--- config.mk ---
export PLATFORM = sky130hd
export DESIGN_NAME = alu_issue_wb
export DESIGN_NICKNAME = d
export VERILOG_FILES = /design/src/rtl/alu_issue_wb.sv
export SDC_FILE = /design/constraint.sdc
export NUM_CORES = 2
export LEC_CHECK = 0
export ABC_AREA = 0
export CAP_MARGIN = 5
export CELL_PAD_IN_SITES_DETAIL_PLACEMENT = 0
export CELL_PAD_IN_SITES_GLOBAL_PLACEMENT = 1
export CORE_ASPECT_RATIO = 0.7
export CORE_MARGIN = 10
export CORE_UTILIZATION = 51
export CTS_CLUSTER_SIZE = 25
export DETAILED_ROUTE_END_ITERATION = 10
export MAX_ROUTING_LAYER = met4
export PLACE_DENSITY_LB_ADDON = 0.1
export SKIP_LAST_GASP = 1
export SLEW_MARGIN = 20
export SYNTH_ARGS = -nofsm -noshare
export SYNTH_HDL_FRONTEND = slang
export SYNTH_SLANG_ARGS = --single-unit
--- constraint.sdc ---
create_clock -name clk -period 3 [get_ports clk]
set_input_delay 0.6 -clock clk [delete_from_list [all_inputs] [get_ports clk]]
set_output_delay 0.6 -clock clk [all_outputs]
set_load 0.05 [all_outputs]
--- src/rtl/alu_issue_wb.sv ---
// Issue/writeback wrapper for a combinational ALU: R-type decode, 32x32 register file,
// ID/EX and EX/WB registers, WB->ID bypass and EX-dependency stall.
module alu_issue_wb #(
    parameter bit          FWD_EN      = 1'b1,
    parameter logic [31:0] DIV0_RESULT = 32'hFFFF_FFFF
) (
    input  logic        clk,
    input  logic        rst_n,
    input  logic        in_valid,
    output logic        in_ready,
    input  logic [31:0] in_instr,
    output logic [31:0] alu_rs,
    output logic [31:0] alu_rt,
    output logic [3:0]  alu_op,
    input  logic [31:0] alu_rd,
    output logic        wb_valid,
    output logic [4:0]  wb_addr,
    output logic [31:0] wb_data,
    output logic        illegal,
    output logic        div0,
    input  logic        dbg_we,
    input  logic [4:0]  dbg_addr,
    input  logic [31:0] dbg_wdata,
    output logic [31:0] dbg_data
);

    localparam int unsigned XLEN = 32;
    localparam int unsigned RW   = 5;
    localparam int unsigned OPW  = 4;
    localparam int unsigned NREG = 32;

    localparam logic [OPW-1:0] OP_ADD = 4'b1000;
    localparam logic [OPW-1:0] OP_SUB = 4'b0100;
    localparam logic [OPW-1:0] OP_MUL = 4'b0010;
    localparam logic [OPW-1:0] OP_DIV = 4'b0001;

    logic [XLEN-1:0] regs_q [NREG];
    logic [XLEN-1:0] regs_d [NREG];

    logic            ex_valid_q, ex_valid_d;
    logic [XLEN-1:0] ex_rs_q, ex_rs_d;
    logic [XLEN-1:0] ex_rt_q, ex_rt_d;
    logic [OPW-1:0]  ex_op_q, ex_op_d;
    logic [RW-1:0]   ex_dst_q, ex_dst_d;

    logic            wb_valid_q, wb_valid_d;
    logic [RW-1:0]   wb_addr_q, wb_addr_d;
    logic [XLEN-1:0] wb_data_q, wb_data_d;
    logic            div0_q, div0_d;
    logic            illegal_q, illegal_d;

    logic [RW-1:0]   dec_rs, dec_rt, dec_rd;
    logic [OPW-1:0]  dec_op;
    logic            dec_legal;
    logic            ex_hit, wb_hit, accept;
    logic [XLEN-1:0] src_rs_val, src_rt_val;

    // shamt is not part of the decode
    logic unused_shamt;
    assign unused_shamt = ^in_instr[10:6];

    // Instruction decode
    always_comb begin
        dec_rs    = in_instr[25:21];
        dec_rt    = in_instr[20:16];
        dec_rd    = in_instr[15:11];
        dec_op    = '0;
        dec_legal = 1'b0;
        if (in_instr[31:26] == 6'd0) begin
            dec_legal = 1'b1;
            case (in_instr[5:0])
                6'h20:   dec_op = OP_ADD;
                6'h22:   dec_op = OP_SUB;
                6'h18:   dec_op = OP_MUL;
                6'h1A:   dec_op = OP_DIV;
                default: dec_legal = 1'b0;
            endcase
        end
    end

    // Hazard detection; WB entries only stall when the bypass is disabled
    always_comb begin
        ex_hit   = ex_valid_q && (ex_dst_q != '0) &&
                   ((ex_dst_q == dec_rs) || (ex_dst_q == dec_rt));
        wb_hit   = !FWD_EN && wb_valid_q && (wb_addr_q != '0) &&
                   ((wb_addr_q == dec_rs) || (wb_addr_q == dec_rt));
        in_ready = !(in_valid && dec_legal && (ex_hit || wb_hit));
        accept   = in_valid && in_ready;
    end

    // Operand read with WB bypass
    always_comb begin
        src_rs_val = regs_q[dec_rs];
        src_rt_val = regs_q[dec_rt];
        if (FWD_EN && wb_valid_q && (wb_addr_q == dec_rs) && (dec_rs != '0)) begin
            src_rs_val = wb_data_q;
        end
        if (FWD_EN && wb_valid_q && (wb_addr_q == dec_rt) && (dec_rt != '0)) begin
            src_rt_val = wb_data_q;
        end
    end

    // ID/EX load; empty EX presents zeros to the ALU
    always_comb begin
        ex_valid_d = accept && dec_legal;
        ex_rs_d    = '0;
        ex_rt_d    = '0;
        ex_op_d    = '0;
        ex_dst_d   = '0;
        if (ex_valid_d) begin
            ex_rs_d  = src_rs_val;
            ex_rt_d  = src_rt_val;
            ex_op_d  = dec_op;
            ex_dst_d = dec_rd;
        end
        illegal_d = accept && !dec_legal;
    end

    // EX/WB capture with divide-by-zero substitution
    always_comb begin
        wb_valid_d = ex_valid_q;
        wb_addr_d  = '0;
        wb_data_d  = '0;
        div0_d     = ex_valid_q && (ex_op_q == OP_DIV) && (ex_rt_q == '0);
        if (ex_valid_q) begin
            wb_addr_d = ex_dst_q;
            wb_data_d = div0_d ? DIV0_RESULT : alu_rd;
        end
    end

    // Register array update: WB write overrides a same-address debug write
    always_comb begin
        regs_d = regs_q;
        if (dbg_we) begin
            regs_d[dbg_addr] = dbg_wdata;
        end
        if (wb_valid_q) begin
            regs_d[wb_addr_q] = wb_data_q;
        end
        regs_d[0] = '0;
    end

    always_ff @(posedge clk or negedge rst_n) begin
        if (!rst_n) begin
            ex_valid_q <= 1'b0;
            ex_rs_q    <= '0;
            ex_rt_q    <= '0;
            ex_op_q    <= '0;
            ex_dst_q   <= '0;
            wb_valid_q <= 1'b0;
            wb_addr_q  <= '0;
            wb_data_q  <= '0;
            div0_q     <= 1'b0;
            illegal_q  <= 1'b0;
            for (int unsigned i = 0; i < NREG; i++) begin
                regs_q[i] <= '0;
            end
        end else begin
            ex_valid_q <= ex_valid_d;
            ex_rs_q    <= ex_rs_d;
            ex_rt_q    <= ex_rt_d;
            ex_op_q    <= ex_op_d;
            ex_dst_q   <= ex_dst_d;
            wb_valid_q <= wb_valid_d;
            wb_addr_q  <= wb_addr_d;
            wb_data_q  <= wb_data_d;
            div0_q     <= div0_d;
            illegal_q  <= illegal_d;
            regs_q     <= regs_d;
        end
    end

    assign alu_rs   = ex_rs_q;
    assign alu_rt   = ex_rt_q;
    assign alu_op   = ex_op_q;
    assign wb_valid = wb_valid_q;
    assign wb_addr  = wb_addr_q;
    assign wb_data  = wb_data_q;
    assign illegal  = illegal_q;
    assign div0     = div0_q;
    assign dbg_data = regs_q[dbg_addr];

endmodule

==> results.txt <==
Status: finished with violations
Failing checks: setup timing
Vias in the first global route: 61,415
H-Tree Depth: 3
Grt ovf: 0
CP Capture Type: output pin
Achievable Freq: 0.289 GHz
WP data arrival: 2.86 ns
Slew headroom: 17.2%
Hold_ws: 0.368 ns
Dpl ws: -0.462 ns
DRC Markers: 0
Clock Skew: 0.0390 ns
Reg clk slew, reported paths: 0.07 ns
Crit Path Category: reg -> out
CP startpoint: regs_q[195]
Top_reg_cell synth: dfrtp_1
Clock Latency Late Sink: 0.80 ns
Most numerous cell in the Yosys netlist: dfrtp_1
Comb pwr share: 26.3%
Synth Cell Area: 0.0733 mm^2
# port buffers: 240
Share of layout cells above drive strength 1: 27.8%
VDD IR max: 0.510 mV
P per Cell Area: 549 mW/mm^2
Initial Util: 51.3%
RSZ-0062 raised after global routing: yes
Top post-synthesis cells by area: dfrtp_1, mux4_2, mux2i_1, a21oi_1, nor2_1
DP HPWL: 204,000 um
Worst Hold Class: in -> async
Total Power: 0.0488 W
Post-synth top area cell: dfrtp_1
Crit path max fanout: 4
Critical-path cell list: mux4_2 > a22oi_1 > nand4_1 > buf_4 > buf_12
Count of pins over their slew limit: 0
DR vias: 64,386
Avg Cell Area, Syn: 10.8 um^2
Final hold vios: 0
NetSw: 0.0153 W
Layout net count: 7,182
Final period utilization: 115%
CP Data Required Time: 2.40 ns
Worst slew pin tran: 1.24 ns
R2r startpoint: wb_addr[3]
Clk pwr share: 32.3%
All-Layer GR Usage: 42.1%
Gp weighted congestion: 0.973
Area occupied by multi-input gates: 0.0430 mm^2
Sw Ratio: 31.3%
DRT Pass-1 Iters: 8
Pin count of the biggest net entering global routing: 96
Syn nets: 6,903
Die width: 473 um
Minimum clock period: 3.46 ns
Bufs on Longest Clock Path: 3
Post-synth ARST share: 100%
Chip height: 337 um
Wire per inst: 36.9 um
CTS buffer count: 117
Remaining antenna violation count: 0
Sequential fraction of the synthesis area: 37.7%
Syn. warnings: 0
I/O pins: 246
Vias per std cell: 7.09
Synth-to-Final Area Change: 21.2%
Worst setup margin: -0.456 ns
CTS tree: yes
Register area: 0.0277 mm^2
Share of the synthesized area in the top cell type: 37.7%
DIE AREA: 0.160 mm^2
Commonest cells in the netlist: dfrtp_1, mux2i_1, nor2_1, mux4_2, nand2_1
Max Cap Viol: 0
Leakage power: 34.1 nW
Gate Count Post-Synth: 6,798
Sequential Power Share: 41.4%
Crit path launch type: flip-flop
Clk sink count: 1,106
FP Rows: 116
Clk root buf: clkbuf_16
Layout fillers: 11,376
Internal power: 0.0335 W
Initial antenna violation count: 7
Total negative slack: -3.27 ns
Starting DRC count in detailed routing: 10,908
Crit path largest cell delay: 0.48 ns
First-pass GRT wire length: 469,000 um
Core area: 0.143 mm^2
Critical path's slowest cell: nand4_1
Endpoints failing setup: 24
Cell variety after synth: 58
Post-synth EDFFs: 0
Routed WL: 335,000 um
#FFs+latches synth: 1,106
-- layout make-up --
cell class | instances | share of cell area (%)
clock buffers | 174 | 3.92
repair buffers | 995 | 13.3
diodes | 17 | 0.0478
flip-flops and latches | 1106 | 31.1
multi-input cells | 4854 | 48.3
inverters | 3 | 0.0127
clock inverters | 44 | 0.630
well taps | 1888 | 2.66
-- worst max-delay path, delay by kind of cell (launching register included) --
family | cells | cell delay [ns]
buffers and inverters | 2 | 0.48
and+or+nand+nor | 1 | 0.48
muxes | 1 | 0.47
DFF | 1 | 0.42
AOI/OAI and AO/OA | 1 | 0.19
-- through the flow --
| stage | utilization, % | cell area [um^2] | instances |
|---|---|---|---|
| global route | 62.2 | 88900 | 9072 |
| CTS | 61.8 | 88300 | 9029 |
| detailed placement | 57.8 | 82600 | 8675 |
| global placement | 57.8 | 82600 | 8675 |
| finish | 62.3 | 88900 | 9081 |
| floorplan | - | 73400 | 6798 |
-- sequential cells by signal, summed over array words and instances, names as in the netlist --
register and flops:
alu_rs 32, alu_rt 32, alu_op 4, ex_dst_q 5
wb_valid 1, wb_data 32, ex_valid_q 1, div0 1
illegal 1, wb_addr 5, regs_q 992
-- cell usage in the layout (no fill, tap or decap), drive strengths merged, types with 5 or more instances in the layout --
cell type,n
dfrtp,1106
mux2i,1005
buf,822
nor2,724
mux4,668
nand2,584
a21oi,544
o21ai,481
a22oi,248
clkbuf,176
clkdlybuf4s50,164
nor3,130
mux2,96
a221oi,65
o22a,60
a211oi,60
nand4,35
o21a,32
clkinv,22
diode,17
xnor2,12
bufinv,11
nor4,10
and3,10
nand3b,9
clkinvlp,8
and2,8
and3b,8
nor3b,7
xor2,6
a311oi,6
nand3,6
or2,6
inv,6
or3b,5
dlygate4sd2,5
nand2b,5
-- worst paths after layout --
kind,end,slack [ns],depth (start not counted)
worst max-delay path,dbg_data[3],-0.46,5
worst min-delay path,wb_data[23],0.37,2
worst max register to register,alu_rs[1],0.36,7
worst min register to register,wb_addr[0],0.58,1
max in group asynchronous,regs_q[289],1.51,4
min in group clk,ex_dst_q[3],0.40,2
-- timing repair --
| item | 4_1_cts | 5_1_grt |
|---|---|---|
| gates resized for setup | 101 | 66 |
| endpoints found under the hold margin | 30 | 0 |
| pin swaps | 66 | 59 |
| gates cloned | 9 | 2 |
| hold buffers | 1 | 0 |
| endpoints found under the setup margin | 34 | 32 |
| setup buffers | 127 | 39 |
-- cells by family after synthesis --
family	share of synthesized area (%)
multiplexers	35.7
AND/OR/NAND/NOR	8.94
AO/OA/AOI/OAI	12.4
flip-flops	37.7
buffers and inverters	5.04
XOR/XNOR	0.215
-- routing by layer --
| metal | vias up | track usage [%] | part of all wire (%) |
|---|---|---|---|
| met1 | 32292 | 56.5 | 39 |
| met2 | 5165 | 55.2 | 40 |
| li1 | 25939 | - | - |
| met3 | 990 | 18.1 | 16 |
| met4 | 0 | 17.7 | 5.1 |
| met5 | - | - | 0 |
-- power by group through the flow --
stage / Clock [W] / Combinational [W] / Sequential [W]
global placement: 0 / 0.0113 / 0.0202
global route: 0.0164 / 0.0135 / 0.0205
finish: 0.0158 / 0.0128 / 0.0202
CTS: 0.0158 / 0.0123 / 0.0200
detailed placement: 0 / 0.0116 / 0.0204
floorplan: 0 / 0.00822 / 0.0194
(Power assumes the default switching activity.)
